$ cat src/rtl/gf7_serial_mult_if.sv
// Operand/result handshake bundle for the bit-serial GF(2^7) multiplier.
// The master side supplies operands and consumes the product.
interface gf7_serial_mult_if;
  logic       in_valid;
  logic       in_ready;
  logic [7:0] a;
  logic [7:0] b;
  logic       out_valid;
  logic       out_ready;
  logic [7:0] p;

  modport master (
    output in_valid, a, b, out_ready,
    input  in_ready, out_valid, p
  );

  modport slave (
    input  in_valid, a, b, out_ready,
    output in_ready, out_valid, p
  );
endinterface

$ cat src/rtl/gf7_serial_mult.sv
// Bit-serial GF(2^7) multiplier, f(x) = x^7+x^5+x^4+x^3+x^2+x+1.
// MSB-first Horner evaluation with the reduction folded into every shift.
module gf7_serial_mult #(
  parameter int         M       = 7,
  parameter logic [6:0] POLY_LO = 7'h3F,
  parameter int         CNT_W   = 3
) (
  input  logic              clk,
  input  logic              rst,
  gf7_serial_mult_if.slave  bus
);

  typedef enum logic [1:0] {
    IDLE = 2'd0,
    RUN  = 2'd1,
    DONE = 2'd2
  } state_t;

  state_t             state, state_next;
  logic [M-1:0]       a_reg, b_reg, acc, acc_next, acc_shift;
  logic [M-1:0]       p_reg;
  logic [CNT_W-1:0]   cnt;
  logic               accept, take;

  // Bit 7 of each operand is deliberately ignored.
  wire unused_op_msbs = &{1'b0, bus.a[7], bus.b[7]};

  assign accept = (state == IDLE) && bus.in_valid;
  assign take   = (state == DONE) && bus.out_ready;

  // acc*x mod f, then add a when the current multiplier bit is set.
  always_comb begin
    acc_shift = {acc[M-2:0], 1'b0} ^ (acc[M-1] ? POLY_LO : '0);
    acc_next  = acc_shift ^ (b_reg[cnt] ? a_reg : '0);
  end

  // NOTE: sequential state uses non-blocking assignments so every register
  // samples pre-edge values regardless of statement order.
  always_ff @(posedge clk or posedge rst) begin
    if (rst) state <= IDLE;
    else     state <= state_next;
  end

  // NOTE: every output of this block gets a default first, so no path through
  // the case statement can leave a signal unassigned and infer a latch.
  always_comb begin
    state_next    = state;
    bus.in_ready  = 1'b0;
    bus.out_valid = 1'b0;
    unique case (state)
      IDLE: begin
        bus.in_ready = 1'b1;
        if (accept) state_next = RUN;
      end
      RUN: begin
        if (cnt == '0) state_next = DONE;
      end
      DONE: begin
        bus.out_valid = 1'b1;
        if (take) state_next = IDLE;
      end
      default: state_next = IDLE;
    endcase
  end

  // NOTE: these are plain registers, not a memory, so all of them are reset;
  // an abort mid-operation therefore leaves p cleared rather than stale.
  always_ff @(posedge clk or posedge rst) begin
    if (rst) begin
      a_reg <= '0;
      b_reg <= '0;
      acc   <= '0;
      cnt   <= '0;
      p_reg <= '0;
    end else begin
      unique case (state)
        IDLE: begin
          if (accept) begin
            a_reg <= bus.a[M-1:0];
            b_reg <= bus.b[M-1:0];
            acc   <= '0;
            cnt   <= CNT_W'(M - 1);
          end
        end
        RUN: begin
          acc <= acc_next;
          cnt <= cnt - 1'b1;
          if (cnt == '0) p_reg <= acc_next;
        end
        default: ;
      endcase
    end
  end

  assign bus.p = {1'b0, p_reg};

endmodule

$ cat src/flat_wrapper.sv
// flat-port wrapper written by rule: the top's interface ports become plain ports
module gf7_serial_mult_flat 
#(
  parameter int         M       = 7,
  parameter logic [6:0] POLY_LO = 7'h3F,
  parameter int         CNT_W   = 3
)
  (clk, rst, bus_in_valid, bus_a, bus_b, bus_out_ready, bus_in_ready, bus_out_valid, bus_p);
  gf7_serial_mult_if bus_i ();
  input  logic clk;
  input  logic rst;
  input wire logic [$bits(bus_i.in_valid)-1:0] bus_in_valid;
  input wire logic [$bits(bus_i.a)-1:0] bus_a;
  input wire logic [$bits(bus_i.b)-1:0] bus_b;
  input wire logic [$bits(bus_i.out_ready)-1:0] bus_out_ready;
  output wire logic [$bits(bus_i.in_ready)-1:0] bus_in_ready;
  output wire logic [$bits(bus_i.out_valid)-1:0] bus_out_valid;
  output wire logic [$bits(bus_i.p)-1:0] bus_p;
  assign bus_i.in_valid = bus_in_valid;
  assign bus_i.a = bus_a;
  assign bus_i.b = bus_b;
  assign bus_i.out_ready = bus_out_ready;
  assign bus_in_ready = bus_i.in_ready;
  assign bus_out_valid = bus_i.out_valid;
  assign bus_p = bus_i.p;
  gf7_serial_mult #(.M(M), .POLY_LO(POLY_LO), .CNT_W(CNT_W)) u_core (.clk(clk), .rst(rst), .bus(bus_i));
endmodule
$ cat config.mk
export PLATFORM = sky130hd
export DESIGN_NAME = gf7_serial_mult_flat
export DESIGN_NICKNAME = d
export VERILOG_FILES = /design/src/rtl/gf7_serial_mult_if.sv /design/src/rtl/gf7_serial_mult.sv /design/src/flat_wrapper.sv
export SDC_FILE = /design/constraint.sdc
export NUM_CORES = 1
export LEC_CHECK = 0
export ABC_AREA = 0
export BUFFER_PORTS_ARGS = -buffer_cell sky130_fd_sc_hd__buf_2
export CORE_MARGIN = 10
export CORE_UTILIZATION = 54
export DETAILED_ROUTE_END_ITERATION = 7
export PLACE_DENSITY = 0.78
export SYNTH_ARGS = -nofsm -noshare
export SYNTH_HDL_FRONTEND = slang
export SYNTH_SLANG_ARGS = --single-unit
$ cat constraint.sdc
create_clock -name clk -period 2 [get_ports clk]
set_input_delay 0.4 -clock clk [delete_from_list [all_inputs] [get_ports clk]]
set_output_delay 0.4 -clock clk [all_outputs]
set_load 0.02 [all_outputs]
==> results.ini, run 1 <==
[drt]
wl_met3_um = 259
wl_met1_um = 1240
wl_met2_um = 1240
top_layer = met4
num_vias = 991
post_drt_wl_per_cell_um = 14.6
drc = 0
ant_nets = 0
vias_per_cell = 5.16
firstDrtPassIters = 3
wirelength_um = 2810
drt_iter0_drc = 40

[setup_path]
reg2reg_from = u_core.cnt[2]$_DFFE_PP0P_
crit_fanout = 7
r2r_cells = 5
worstSetupEndpoint = u_core.acc[1]$_DFFE_PP0P_
startpoint_type = flip-flop
cp_slowest_cell = dfrtp_1
cp.arrival_ns = 1.89
end_kind = flip-flop
cpLargestDelayFamily = flip-flops
startpoint = u_core.cnt[2]$_DFFE_PP0P_
crit_path_cell_trace = mux2i_1, o221ai_2, nand3_1, xnor2_1, o21ai_1
r2r_setup_slack_ns = 0.31
worst-setup-path-type = reg -> reg
r2r_end = u_core.acc[1]$_DFFE_PP0P_
required_ns = 2.21
cp.buffers_inverters = 0
cp.depth = 5
cpPeakStageDelay_ns = 0.52

[yosys]
synth_fa_ha_area_share_pct = 1.62
synth_edf_count = 0
ys_ff_latch = 33
synth-simple-area-share_pct = 10.3
yosysUniqueCellTypes = 32
syn_area_um2 = 1540
yosysSeqAreaShare_pct = 53.6
synth_xor_area_share_pct = 7.31
synth_nets = 154
synth_common_cells = dfrtp_1, nand2_1, o21ai_1, xnor2_1, mux2_2
muxShareOfSynthArea_pct = 12.2
synth_top_area_cell = dfrtp_1
synth_area_leaders = dfrtp_1, mux2_2, xnor2_1
synth_top_cell_area_share_pct = 53.6
synth_top_family_by_area = multiplexers
async_flop_share_pct = 100
synth_ff_type = dfrtp_1
synth.most_common_cell = dfrtp_1
synth_cells = 132
synth_compound_area_share_pct = 10.6
synth.avg_cell_area_um2 = 11.7
yosys_warnings = 0

[global_route]
antenna_found_initial = 0
overflow = 0
grt_max_degree = 34
track_usage_pct = 12.0
grt_pass1_vias = 1099
grt_pass1_wl_um = 5010

[run_status]
status = finished clean

[timing]
finalHoldViolCount = 0
fin_worst_hold_slack_ns = 0.124
fin_worst_skew_ns = 0.00716
max_freq_ghz = 0.593
drv_slew = 0
finalCriticalPeriod_ns = 1.69
tightest_slew_ns = 0.589
setup_viol = 0
slew_headroom_pct = 60.7
fin_tns_setup_ns = 0
rsz0062_at_grt = false
fin_crit_sh_pct = 84.3

[run]
cap_violations = 0

[cts]
cts_resized = 0
clockBufferDepth = 2
postCtsSetupBuffers = 0
cts.reportedPaths.clkPinSlew_ns = 0.10
cts_inserted_buffers = 5
root_buffer = clkbuf_4
cts_tree = yes
cts_sinks = 33
ctsHtreeMaxLevel = 2
worstSkewPairLatency_ns = 0.34
postCtsHoldBufs = 0

[floorplan]
coreArea_um2 = 2730
num_rows = 19
die-area_um2 = 5390
dieWidth_um = 73.4
die_h_um = 73.4
io_pins = 30
floorplan.initialDensity_pct = 56.3

[power_and_ir_drop]
power_leakage_nw = 0.830
power.density_nw_per_um2 = 1820
ir_drop_mv = 1.18

[placed_design]
portBuffers = 26
dpl.hpwl_um = 2120
place.gp.congestion = 0.743

[final_layout]
nets = 182
nFillCells = 238
n_antenna_cell = 0
layout-drive-gt1-share_pct = 32.9
synthToLayoutAreaGrowth_pct = 14.3

[worst_hold_path]
hp-class = in -> async

[power breakdown]
| part | total, mW | switching [mW] | internal, mW |
|---|---|---|---|
| sequential | 1.26 | 0.253 | 1.00 |
| clock | 0.521 | 0.222 | 0.298 |
| combinational | 1.43 | 0.773 | 0.661 |
| total | 3.21 | 1.25 | 1.96 |
[how the worst min path moves through the flow]
stage / slack, ns / start / endpoint / cells past startpoint
floorplan: 0.46 / u_core.b_reg[1]$_DFFE_PP0P_ / u_core.b_reg[1]$_DFFE_PP0P_ / 1
global placement: 0.46 / u_core.p_reg[6]$_DFFE_PP0P_ / u_core.p_reg[6]$_DFFE_PP0P_ / 2
detailed placement: 0.47 / u_core.p_reg[6]$_DFFE_PP0P_ / u_core.p_reg[6]$_DFFE_PP0P_ / 2
CTS: 0.12 / rst / u_core.p_reg[1]$_DFFE_PP0P_ / 3
global route: 0.17 / rst / u_core.b_reg[3]$_DFFE_PP0P_ / 3
finish: 0.12 / rst / u_core.p_reg[2]$_DFFE_PP0P_ / 3
[through the flow]
| step | util (%) | total power, mW | setup WS, ns | instance area [um^2] | cells |
|---|---|---|---|---|---|
| CTS | 64.4 | 3.27 | 0.293 | 1760 | 192 |
| detailed placement | 61.3 | 2.73 | 0.328 | 1680 | 184 |
| global placement | 61.3 | 2.63 | 0.354 | 1680 | 184 |
| floorplan | - | 2.41 | 0.316 | 1540 | 132 |
| global route | 64.4 | 3.51 | 0.101 | 1760 | 192 |
| finish | 64.4 | 3.21 | 0.313 | 1760 | 192 |
[cell usage in the layout (no fill, tap or decap), drive strengths merged]
| cell | instances |
|---|---|
| and3 | 1 |
| and2 | 1 |
| xor2 | 2 |
| nand2b | 2 |
| nor2b | 2 |
| o22ai | 2 |
| ha | 2 |
| o21ai | 14 |
| mux2 | 14 |
| xnor2 | 10 |
| nand2 | 17 |
| buf | 28 |
| inv | 4 |
| and2b | 1 |
| dfrtp | 33 |
| mux2i | 3 |
| bufinv | 1 |
| nor2 | 2 |
| o221ai | 1 |
| conb | 1 |
| o21bai | 2 |
| nand3 | 7 |
| a22oi | 2 |
| clkbuf | 7 |
| a21oi | 2 |
[worst reg2reg max path, delay by kind of cell, from the launching register on]
family	cells	cell delay, ns
multiplexers	1	0.15
XOR/XNOR	1	0.26
AND/OR/NAND/NOR	1	0.15
AO/OA/AOI/OAI	2	0.47
flip-flops	1	0.52
[cells by family (layout without fill, tap and decap cells)]
| logic type | after synthesis | after routing |
|---|---|---|
| flip-flops | 33 | 33 |
| AND/OR/NAND/NOR | 33 | 33 |
| AO/OA/AOI/OAI | 23 | 23 |
| multiplexers | 17 | 17 |
| XOR/XNOR | 12 | 12 |
| buffers and inverters | 11 | 40 |
| adder cells (fa/ha/maj) | 2 | 2 |
| other | 1 | 1 |
[routing by layer]
| metal | GRT usage (%) | vias to the layer above |
|---|---|---|
| met3 | 6.06 | 9 |
| met2 | 17.8 | 27 |
| met1 | 13.9 | 458 |
| met5 | 0 | - |
| met4 | 6.21 | 0 |
| li1 | - | 497 |
[layout make-up]
cell class | count | area, um^2 | area share, %
tap | 31 | 38.8 | 2.20
multi-input combinational | 88 | 651 | 37.0
sequential | 33 | 826 | 46.9
clock buffer | 7 | 55.1 | 3.13
clock inverter | 1 | 30.0 | 1.71
inverter | 4 | 15.0 | 0.853
timing repair buffer | 28 | 145 | 8.24
(Power assumes the default switching activity.)
==> run 2, diff against run 1 <==
==> constraint.sdc (replaced) <==
create_clock -name clk -period 1.8 [get_ports clk]
set_input_delay 0.36 -clock clk [delete_from_list [all_inputs] [get_ports clk]]
set_output_delay 0.36 -clock clk [all_outputs]
set_load 0.02 [all_outputs]
==> results.ini, run 2 (synthesis gave the netlist of run 1 again) <==
[timing]
max_freq_ghz = 0.596  ; was 0.593 GHz
setup_viol = 0  ; unchanged
drv_slew = 0  ; unchanged
finalHoldViolCount = 0  ; unchanged
finalCriticalPeriod_ns = 1.68  ; was 1.69 ns
slew_headroom_pct = 58.0  ; was 60.7%
fin_worst_hold_slack_ns = 0.0796  ; was 0.124 ns
rsz0062_at_grt = false  ; unchanged
tightest_slew_ns = 0.628  ; was 0.589 ns
setup_ws_ns = 0.121  ; was 0.313 ns
fin_crit_sh_pct = 93.3  ; was 84.3%
fin_tns_setup_ns = 0  ; unchanged
fin_worst_skew_ns = 0.00941  ; was 0.00716 ns

[drt]
drc = 0  ; unchanged
ant_nets = 0  ; unchanged
post_drt_wl_per_cell_um = 14.9  ; was 14.6 um
num_vias = 1048  ; was 991
drt_iter0_drc = 34  ; was 40
vias_per_cell = 5.37  ; was 5.16
firstDrtPassIters = 4  ; was 3
wirelength_um = 2900  ; was 2810 um

[cts]
cts_sinks = 33  ; unchanged
cts_tree = yes  ; unchanged
clockBufferDepth = 2  ; unchanged
cts.reportedPaths.clkPinSlew_ns = 0.11  ; was 0.10 ns
cts_inserted_buffers = 5  ; unchanged
root_buffer = clkbuf_4  ; unchanged
ctsHtreeMaxLevel = 2  ; unchanged
worstSkewPairLatency_ns = 0.34  ; about the same

[setup_path]
end_kind = flip-flop  ; unchanged
r2r_setup_slack_ns = 0.12  ; was 0.31 ns
cp_slowest_cell = dfrtp_1  ; unchanged
required_ns = 2.02  ; was 2.21 ns
r2r_cells = 6  ; was 5
crit_fanout = 7  ; unchanged
startpoint_type = flip-flop  ; unchanged
cp.arrival_ns = 1.90  ; was 1.89 ns
r2r_end = u_core.acc[0]$_DFFE_PP0P_  ; was u_core.acc[1]$_DFFE_PP0P_
reg2reg_from = u_core.cnt[2]$_DFFE_PP0P_  ; unchanged
crit_path_cell_trace = mux2i_1, a22oi_2, buf_4, nand3_1, xor2_1, o22ai_2  ; was mux2i_1, o221ai_2, nand3_1, xnor2_1, o21ai_1
cp.buffers_inverters = 1  ; was 0
cpLargestDelayFamily = flip-flops  ; unchanged
worst-setup-path-type = reg -> reg  ; unchanged
cpPeakStageDelay_ns = 0.53  ; was 0.52 ns

[floorplan]
floorplan.initialDensity_pct = 56.3  ; unchanged
coreArea_um2 = 2730  ; unchanged
die-area_um2 = 5390  ; unchanged
dieWidth_um = 73.4  ; unchanged
die_h_um = 73.4  ; unchanged
num_rows = 19  ; unchanged
io_pins = 30  ; unchanged

[power_and_ir_drop]
power_leakage_nw = 0.829  ; was 0.830 nW
p_total_mw = 3.47  ; was 3.21 mW
power.density_nw_per_um2 = 1980  ; was 1820 nW/um^2
ir_drop_mv = 1.27  ; was 1.18 mV

[final_layout]
finalNonFillerCells = 195  ; was 192
layout-drive-gt1-share_pct = 34.8  ; was 32.9%
layout_common_cells = dfrtp_1, buf_2, nand2_1  ; unchanged
nets = 185  ; was 182
layout_commonest_cell = dfrtp_1  ; unchanged
n_antenna_cell = 0  ; unchanged
synthToLayoutAreaGrowth_pct = 13.8  ; was 14.3%

[worst_hold_path]
hp-class = in -> async  ; unchanged

[global_route]
grt_pass1_wl_um = 4910  ; was 5010 um
antenna_found_initial = 0  ; unchanged
grt_max_degree = 34  ; unchanged
track_usage_pct = 11.5  ; was 12.0%
grt_pass1_vias = 1099  ; unchanged
overflow = 0  ; unchanged

[placed_design]
dpl.hpwl_um = 2190  ; was 2120 um
place_inst = 186  ; was 184
portBuffers = 26  ; unchanged
dp_slack_ns = 0.149  ; was 0.328 ns
place.gp.congestion = 0.765  ; was 0.743

[run_status]
status = finished clean  ; unchanged

[run]
cap_violations = 0  ; unchanged

[run 2: cell types whose count changed in the layout (fill, tap and decap cells not counted), sizes merged]
| cell | delta |
|---|---|
| clkinv | +2 |
| buf | +3 |
| clkbuf | -2 |
| clkinvlp | +1 |
| bufinv | -1 |
[run 2: tightest hold or removal path, delay by kind of cell]
| family | cells | cell delay [ns] |
|---|---|---|
| buffers and inverters | 3 | 0.49 |
[run 2: layout make-up]
class / count / area (um^2)
multi-input combinational: 88 / 651
sequential: 33 / 826
clock inverter: 3 / 17.5
tap: 31 / 38.8
inverter: 4 / 15.0
fill: 235 / 981
timing repair buffer: 31 / 168
clock buffer: 5 / 37.5
[run 2: power by group]
group          internal [mW]  switching (mW)  total (mW)
logic                  0.785           0.885        1.67
registers               1.11           0.287        1.40
clock network          0.147           0.255       0.402
total                   2.05            1.43        3.47
[run 2: worst max path at each step]
stage                           startpoint                          end  slack, ns  cells after the start
6_report         u_core.cnt[2]$_DFFE_PP0P_    u_core.acc[0]$_DFFE_PP0P_       0.12                      6
5_1_grt          u_core.cnt[2]$_DFFE_PP0P_    u_core.acc[0]$_DFFE_PP0P_       0.02                      6
3_3_place_gp     u_core.cnt[2]$_DFFE_PP0P_    u_core.acc[0]$_DFFE_PP0P_       0.16                      5
2_1_floorplan  u_core.state[0]$_DFFE_PP0P_  u_core.b_reg[5]$_DFFE_PP0P_       0.12                      5
4_1_cts          u_core.cnt[2]$_DFFE_PP0P_    u_core.acc[0]$_DFFE_PP0P_       0.13                      5
3_5_place_dp     u_core.cnt[2]$_DFFE_PP0P_    u_core.acc[0]$_DFFE_PP0P_       0.15                      5
[run 2: what timing repair did]
action | CTS | global route
endpoints found under the setup margin | 0 | 1
hold buffers | 0 | 0
resized for setup | 0 | 0
buffers inserted | 0 | 1
[run 2: layer usage]
layer / wire (um) / track usage [%] / vias up / share of wire [%]
li1: - / - / 506 / -
met1: 1260 / 13.8 / 503 / 43
met2: 1390 / 18.1 / 32 / 48
met3: 204 / 4.31 / 7 / 7.0
met4: 51 / 4.97 / 0 / 1.8
met5: 0 / 0 / - / 0
[run 2: metrics by stage]
| step | instance area, um^2 | utilization, % |
|---|---|---|
| floorplan | 1540 | - |
| global placement | 1690 | 61.8 |
| detailed placement | 1690 | 61.8 |
| CTS | 1750 | 63.8 |
| global route | 1750 | 64.1 |
| finish | 1750 | 64.1 |
==> run 3, diff against run 2 <==
==> constraint.sdc (replaced) <==
create_clock -name clk -period 1.8 [get_ports clk]
set_input_delay 0 -clock clk [delete_from_list [all_inputs] [get_ports clk]]
set_output_delay 0 -clock clk [all_outputs]
set_load 0.02 [all_outputs]
==> results.ini, run 3 (synthesis gave the netlist of run 1 again) <==
[final_layout]
nets = 203  ; was 185
synthToLayoutAreaGrowth_pct = 24.9  ; was 13.8%
n_antenna_cell = 0  ; unchanged
utilization_pct = 70.4  ; was 64.1%
layout_commonest_cell = dfrtp_1  ; unchanged
layout-drive-gt1-share_pct = 31.9  ; was 34.8%
layout_common_cells = dfrtp_1, buf_2, nand2_1  ; unchanged
nFillCells = 204  ; was 235
finalNonFillerCells = 213  ; was 195

[setup_path]
startpoint_type = flip-flop  ; unchanged
cp.arrival_ns = 1.91  ; was 1.90 ns
crit_fanout = 7  ; unchanged
required_ns = 2.02  ; about the same
worst-setup-path-type = reg -> reg  ; unchanged
end_kind = flip-flop  ; unchanged

[drt]
ant_nets = 0  ; unchanged
drt_iter0_drc = 57  ; was 34
drc = 0  ; unchanged
post_drt_wl_per_cell_um = 14.6  ; was 14.9 um
num_vias = 1119  ; was 1048
wirelength_um = 3100  ; was 2900 um
vias_per_cell = 5.25  ; was 5.37
firstDrtPassIters = 5  ; was 4

[run]
cap_violations = 0  ; unchanged

[cts]
cts_inserted_buffers = 5  ; unchanged
ctsHtreeMaxLevel = 2  ; unchanged
cts.reportedPaths.clkPinSlew_ns = 0.10  ; was 0.11 ns
clockBufferDepth = 2  ; unchanged
cts_tree = yes  ; unchanged
root_buffer = clkbuf_4  ; unchanged
worstSkewPairLatency_ns = 0.34  ; about the same
cts_sinks = 33  ; unchanged

[timing]
fin_crit_sh_pct = 93.8  ; was 93.3%
fin_worst_skew_ns = 0.00676  ; was 0.00941 ns
tightest_slew_ns = 0.602  ; was 0.628 ns
finalHoldViolCount = 0  ; unchanged
fin_tns_setup_ns = 0  ; unchanged
max_freq_ghz = 0.592  ; was 0.596 GHz
rsz0062_at_grt = false  ; unchanged
finalCriticalPeriod_ns = 1.69  ; was 1.68 ns
drv_slew = 0  ; unchanged
slew_headroom_pct = 59.8  ; was 58.0%
setup_viol = 0  ; unchanged

[global_route]
overflow = 0  ; unchanged
grt_max_degree = 34  ; unchanged
track_usage_pct = 12.6  ; was 11.5%
grt_pass1_vias = 1211  ; was 1099
grt_pass1_wl_um = 5410  ; was 4910 um
antenna_found_initial = 0  ; unchanged

[floorplan]
io_pins = 30  ; unchanged
die_h_um = 73.4  ; unchanged
num_rows = 19  ; unchanged
coreArea_um2 = 2730  ; unchanged
floorplan.initialDensity_pct = 56.3  ; unchanged
dieWidth_um = 73.4  ; unchanged
die-area_um2 = 5390  ; unchanged

[run_status]
status = finished clean  ; unchanged

[placed_design]
dpl.hpwl_um = 2180  ; was 2190 um
place.gp.congestion = 0.750  ; was 0.765
portBuffers = 26  ; unchanged
place_inst = 185  ; was 186

[worst_hold_path]
hp-class = in -> reg  ; was in -> async

[power_and_ir_drop]
power.density_nw_per_um2 = 1860  ; was 1980 nW/um^2
ir_drop_mv = 1.35  ; was 1.27 mV
power_leakage_nw = 0.906  ; was 0.829 nW

-- run 3: cell count changes in the layout (fill, tap and decap cells not counted), sizes merged --
cell / change
buf: +2
clkbuf: +1
clkinvlp: -1
dlygate4sd3: +16
-- run 3: area by class of cell --
type | count | area (um^2) | share of cell area, %
Multi-Input combinational cell | 88 | 651 | 33.8
Sequential cell | 33 | 826 | 42.9
Clock buffer | 6 | 41.3 | 2.15
Tap cell | 31 | 38.8 | 2.02
Clock inverter | 2 | 10.0 | 0.520
Inverter | 4 | 15.0 | 0.780
Timing Repair Buffer | 49 | 343 | 17.8
-- run 3: final timing paths --
path,start,endpoint,slack (ns),depth (start not counted)
worst max-delay path,u_core.cnt[2]$_DFFE_PP0P_,u_core.acc[0]$_DFFE_PP0P_,0.11,6
worst min-delay path,bus_in_valid,u_core.acc[4]$_DFFE_PP0P_,0.13,4
worst max register to register,u_core.cnt[2]$_DFFE_PP0P_,u_core.acc[0]$_DFFE_PP0P_,0.11,6
worst min register to register,u_core.p_reg[6]$_DFFE_PP0P_,u_core.p_reg[6]$_DFFE_PP0P_,0.48,2
max in group asynchronous,rst,u_core.b_reg[0]$_DFFE_PP0P_,1.23,4
min in group asynchronous,rst,u_core.cnt[2]$_DFFE_PP0P_,0.27,4
-- run 3: repair_timing --
action / CTS / global route
endpoints found under the setup margin: 0 / 7
hold endpoints to repair: 48 / 0
gates resized for setup: 0 / 0
buffers inserted: 0 / 4
hold buffers: 16 / 0
-- run 3: report_power, final --
part           total (mW)  internal, mW  switching [mW]
Clock               0.404         0.149           0.255
Sequential           1.40          1.11           0.283
Combinational        1.77         0.846           0.925
Total                3.57          2.11            1.46
-- run 3: layer usage --
layer  part of all wire (%)  GRT usage, %  up-vias  routed length, um
met5                      0             0        -                  0
met4                    1.2          3.73        0                 38
met3                    8.3          5.79        6                257
met2                     47          20.8       35               1450
met1                     44          14.2      536               1360
li1                       -             -      542                  -
-- run 3: worst max-delay path, stage by stage, from the launching register on --
cell and delay, ns:
dfrtp_1 0.52, mux2i_1 0.28, a22oi_2 0.12, buf_4 0.15, nand3_1 0.08, xor2_1 0.28
o22ai_2 0.13
-- run 3: metrics by stage --
| step | power (mW) | cell area [um^2] | hold slack [ns] | setup slack (ns) |
|---|---|---|---|---|
| 2_1_floorplan | 2.68 | 1540 | 0.108 | 0.116 |
| 3_3_place_gp | 2.94 | 1680 | 0.101 | 0.176 |
| 3_5_place_dp | 3.05 | 1680 | 0.113 | 0.118 |
| 4_1_cts | 3.48 | 1890 | 0.132 | 0.113 |
| 5_1_grt | 3.87 | 1920 | 0.167 | 0.0137 |
| 6_report | 3.57 | 1920 | 0.135 | 0.111 |
